[config.mk]
export PLATFORM = sky130hd
export DESIGN_NAME = tlu_record_packer
export DESIGN_NICKNAME = d
export VERILOG_FILES = /design/src/rtl/tlu_record_packer.sv
export SDC_FILE = /design/constraint.sdc
export NUM_CORES = 1
export LEC_CHECK = 0
export BUFFER_PORTS_ARGS = -buffer_cell sky130_fd_sc_hd__buf_2
export CELL_PAD_IN_SITES_DETAIL_PLACEMENT = 0
export CELL_PAD_IN_SITES_GLOBAL_PLACEMENT = 1
export CORE_MARGIN = 4
export CORE_UTILIZATION = 45
export CTS_BUF_LIST = sky130_fd_sc_hd__clkbuf_4
export CTS_CLUSTER_DIAMETER = 120
export DETAILED_ROUTE_END_ITERATION = 10
export PLACE_DENSITY = 0.77
export SLEW_MARGIN = 10
export SYNTH_ARGS = -nofsm -noshare
export SYNTH_HDL_FRONTEND = slang
export SYNTH_SLANG_ARGS = --single-unit
[constraint.sdc]
create_clock -name BUS_CLK -period 4.4 [get_ports BUS_CLK]
set_input_delay 0.44 -clock BUS_CLK [delete_from_list [all_inputs] [get_ports BUS_CLK]]
set_output_delay 0.44 -clock BUS_CLK [all_outputs]
set_load 0.01 [all_outputs]
[src/rtl/tlu_record_packer.sv]
// tlu_record_packer: packs 8x16-bit TLU trigger records into 4x32-bit words.
// Optional TRIG_ID continuity counter: define TLU_PACKER_ID_CHECK_EN.
module tlu_record_packer #(
   parameter int DEPTH     = 16,
   parameter int CNT_WIDTH = 32
) (
   input  logic                 BUS_CLK,
   input  logic                 BUS_RST_N,
   input  logic                 ENABLE,
   input  logic                 FIFO_EMPTY,
   input  logic [15:0]          FIFO_DATA,
   output logic                 FIFO_READ,
   input  logic                 OUT_READ,
   output logic                 OUT_EMPTY,
   output logic [31:0]          OUT_DATA,
   output logic                 OUT_SOF,
   output logic                 BUSY,
   output logic [CNT_WIDTH-1:0] RECORD_CNT,
   output logic [15:0]          ID_ERR_CNT
);

   localparam int AW = $clog2(DEPTH);

   typedef enum logic {
      IDLE,
      STREAM
   } state_t;

   state_t        state;
   state_t        state_nxt;
   logic [2:0]    word_idx;
   logic [2:0]    word_idx_nxt;
   logic [15:0]   lo;
   logic [AW:0]   occ;
   logic [AW:0]   free;
   logic [AW-1:0] wr_ptr;
   logic [AW-1:0] rd_ptr;
   logic [32:0]   mem [DEPTH];
   logic          admit;
   logic          push;
   logic          pop;
   logic          last;

   // Admission needs room for a whole record, so overflow cannot happen.
   assign free  = (AW+1)'(DEPTH) - occ;
   assign admit = ENABLE && !FIFO_EMPTY && (free >= (AW+1)'(4));

   always_comb begin
      state_nxt    = state;
      word_idx_nxt = word_idx;
      FIFO_READ    = 1'b0;
      unique case (state)
         IDLE: begin
            if (admit) begin
               FIFO_READ    = 1'b1;
               state_nxt    = STREAM;
               word_idx_nxt = 3'd1;
            end
         end
         STREAM: begin
            FIFO_READ    = 1'b1;
            word_idx_nxt = word_idx + 3'd1;
            if (word_idx == 3'd7) begin
               state_nxt = IDLE;
            end
         end
         default: begin
            state_nxt    = IDLE;
            word_idx_nxt = 3'd0;
         end
      endcase
   end

   assign push      = FIFO_READ && word_idx[0];
   assign last      = push && (word_idx == 3'd7);
   assign OUT_EMPTY = (occ == '0);
   assign pop       = OUT_READ && !OUT_EMPTY;
   assign BUSY      = (state == STREAM);
   assign OUT_DATA  = mem[rd_ptr][31:0];
   assign OUT_SOF   = !OUT_EMPTY && mem[rd_ptr][32];

   always_ff @(posedge BUS_CLK) begin
      if (!BUS_RST_N) begin
         state      <= IDLE;
         word_idx   <= 3'd0;
         lo         <= 16'h0;
         occ        <= '0;
         wr_ptr     <= '0;
         rd_ptr     <= '0;
         RECORD_CNT <= '0;
      end else begin
         state    <= state_nxt;
         word_idx <= word_idx_nxt;
         if (FIFO_READ && !word_idx[0]) begin
            lo <= FIFO_DATA;
         end
         if (push) begin
            wr_ptr <= wr_ptr + AW'(1);
         end
         if (pop) begin
            rd_ptr <= rd_ptr + AW'(1);
         end
         if (push && !pop) begin
            occ <= occ + (AW+1)'(1);
         end else if (pop && !push) begin
            occ <= occ - (AW+1)'(1);
         end
         if (last) begin
            RECORD_CNT <= RECORD_CNT + CNT_WIDTH'(1);
         end
      end
   end

   // Storage needs no reset: the pointers define what is valid.
   always_ff @(posedge BUS_CLK) begin
      if (push) begin
         mem[wr_ptr] <= {(word_idx == 3'd1), FIFO_DATA, lo};
      end
   end

`ifdef TLU_PACKER_ID_CHECK_EN
   logic [31:0] trig_id;
   logic [31:0] last_id;
   logic        have_id;
   logic [15:0] err_cnt;

   assign trig_id = {FIFO_DATA, lo};

   always_ff @(posedge BUS_CLK) begin
      if (!BUS_RST_N) begin
         last_id <= 32'h0;
         have_id <= 1'b0;
         err_cnt <= 16'h0;
      end else if (last) begin
         last_id <= trig_id;
         have_id <= 1'b1;
         if (have_id && (trig_id != last_id + 32'd1)
             && (err_cnt != 16'hffff)) begin
            err_cnt <= err_cnt + 16'd1;
         end
      end
   end

   assign ID_ERR_CNT = err_cnt;
`else
   assign ID_ERR_CNT = 16'h0;
`endif

endmodule

==> run metrics <==
status=completed; largest net degree at the start of global routing=65; Cell variety after synth=54; vias in the first global route=12,300; pwr/cell area=517 nW/µm²; Setup crit end kind=primary output; CTS resizes=0; r2r setup slk=~660 ps; most frequent cells in the layout=528 x edfxtp_1, 214 x clkbuf_4, 165 x mux4_2, 88 x buf_2, 65 x dfxtp_1; clock slew at reported path FFs=60 ps; number of cells on the worst reg-to-reg path=14; clk buf depth=3; HP Class=in2reg; CP most frequent cell=mux4_2; die area=about 55,000 µm²; cell taking the most area after synthesis=edfxtp_1; All-Layer GR Usage=0.176; DIE HEIGHT=235 µm; leakage=8.58 nW; Place WS=622 ps; syn avg cell area=approximately 20 µm²; CTS buffer count=148; worst path arrival time=3530 ps; FMAX=between 0.2 and 0.3 GHz; Final Cycle Share=0.903; Final Hold Fails=0; PnR worst setup slack=427 ps; TritonCTS Sinks=597; Slowest-stage cell, CP=dfxtp_4; most common cell after layout, fill and taps aside=edfxtp_1; relative slew slack=0.310; number of flops mapped to enable cells by yosys=528; root buf cell=clkbuf_4; DRC viols=0; MaxCap Viol Count=0; Syn Inst Count=around 1,100; synthesized flop and latch total=~600; worst-margin pin slew=1030 ps; Final Setup Violations=0; fillcell total=4,013; Worst EP required=3960 ps; Setup CP Type=reg2out; Worst Path Max Fanout=29; total iterations of the first detailed-routing run=4; num rows=83; Core Area=around 50,000 µm²; largest cells by area after synthesis=edfxtp_1 68%, mux4_2 16%, dfxtp_1 5.9%; CTS tree=yes; RR Endpoint=occ[4]; initial core utilization=0.454; total congestion overflow=0; Post-Syn Area=23,200 µm²; unrepaired setup endpoints after global routing=false; Routed Antenna Nets=0; Worst VDD drop=0.264 mV; minimum clock period=3970 ps; worst path cell trace=buf_4 > mux4_2 > mux4_2 > buf_2; yosys warns=0; iteration-0 DRC count of the detailed router=997; Via Count=11,900; nets=roughly 1,400; final WL=48,000 µm; crit start category=flip-flop; initial antenna violation count=3; vias per std cell=5.50; # IOs=105; clk_lat worst skew=940 ps; Die Wd=235 µm; first-pass GRT wire length=~74,000 µm; routability cong.=0.770; HPWL Detailed=28,500 µm; clock skew=53.9 ps; Setup crit end=OUT_DATA[20]; per-cell routed wire length=about 22 µm; PortBufs=88; Top FF cell, synth=edfxtp_1; register area share after synthesis=0.742; post-route setup TNS=0 ps; Yosys top cell area share=0.682; Area Overhead vs Synth=15.3%; max-slew violations=0; H-tree Lvls=4; FFs w/ async S/R, synth=0; worst r2r src=occ[0]; CP peak stage delay=700 ps; share of layout cells above drive strength 1=0.383
==> area by class of cell <==
cell class	instances	area [µm²]	area share
diodes	4	10.0	0.000374
clock buffers	214	1610	0.0600
clock inverters	38	243	0.00906
inverters	16	60.1	0.00224
multi-input cells	473	5750	0.214
flip-flops and latches	597	17200	0.644
well taps	680	851	0.0318
repair buffers	142	1030	0.0386
==> layer usage <==
| metal | vias to the layer above | wire length [µm] | GRT usage |
|---|---|---|---|
| li1 | 5231 | - | - |
| met1 | 6154 | 20600 | 0.246 |
| met2 | 449 | 22800 | 0.270 |
| met3 | 64 | 3760 | 0.0560 |
| met4 | 0 | 768 | 0.0529 |
| met5 | - | 0 | 0 |
==> per-stage QoR <==
step	utilization	hold slack (ps)	power, mW	std cells	instance area [µm²]
after CTS	0.523	35.7	14.1	2160	26800
after global placement	0.483	464	9.50	1888	24700
after global routing	0.523	154	14.6	2162	26800
after detailed placement	0.483	482	9.54	1888	24700
after floorplan	-	454	8.71	1158	23300
final	0.523	188	13.9	2164	26800
==> worst max-delay path, delay by kind of cell, from the launching register on <==
family / cells / cell delay, ps
buffers and inverters: 2 / 760
flip-flops: 1 / 700
multiplexers: 2 / 1110
==> cells by family after synthesis <==
group,share of synthesized area
muxes,0.161
DFF,0.742
adders and majority gates,0.00840
AOI/OAI and AO/OA,0.0227
xor gates and xnor gates,0.00754
buffers and inverters,0.0193
other,0.000161
and+or+nand+nor,0.0393
==> power breakdown <==
part / switching [mW] / internal (mW)
logic: 1.28 / 1.31
clock network: 2.12 / 2.35
registers: 0.339 / 6.45
total: 3.74 / 10.1
==> registers in the layout, summed over array words and instances, names as in the netlist, named ones only <==
signal,count
BUSY,1
RECORD_CNT,32
lo,16
mem,528
occ,5
rd_ptr,4
word_idx,3
wr_ptr,4
==> what timing repair did <==
action / 4_1_cts / 5_1_grt
endpoints found under the hold margin: 294 / 0
setup buffers: 0 / 0
hold buffers: 20 / 0
==> cells in the mapped netlist, types with 6 or more instances <==
cell type,number
edfxtp_1,528
inv_1,15
xnor2_1,14
mux4_2,165
or4_1,10
nand2_1,48
a21oi_1,37
dfxtp_1,69
nand3_1,15
nor2_1,42
clkbuf_1,30
nor3_1,7
buf_2,16
nand2_2,9
buf_4,17
ha_1,14
o31ai_1,13
o21ai_0,7
a21oi_2,9
or3_1,8
xor2_1,6
==> how the worst min path moves through the flow <==
stage / depth (start not counted) / to / from
finish: 5 / word_idx[1] / ENABLE
global route: 5 / word_idx[1] / ENABLE
CTS: 5 / word_idx[1] / ENABLE
detailed placement: 2 / word_idx[1] / word_idx[1]
global placement: 2 / RECORD_CNT[31] / RECORD_CNT[31]
floorplan: 2 / word_idx[2] / word_idx[2]
Note: power is estimated with default switching activity, not from simulation.
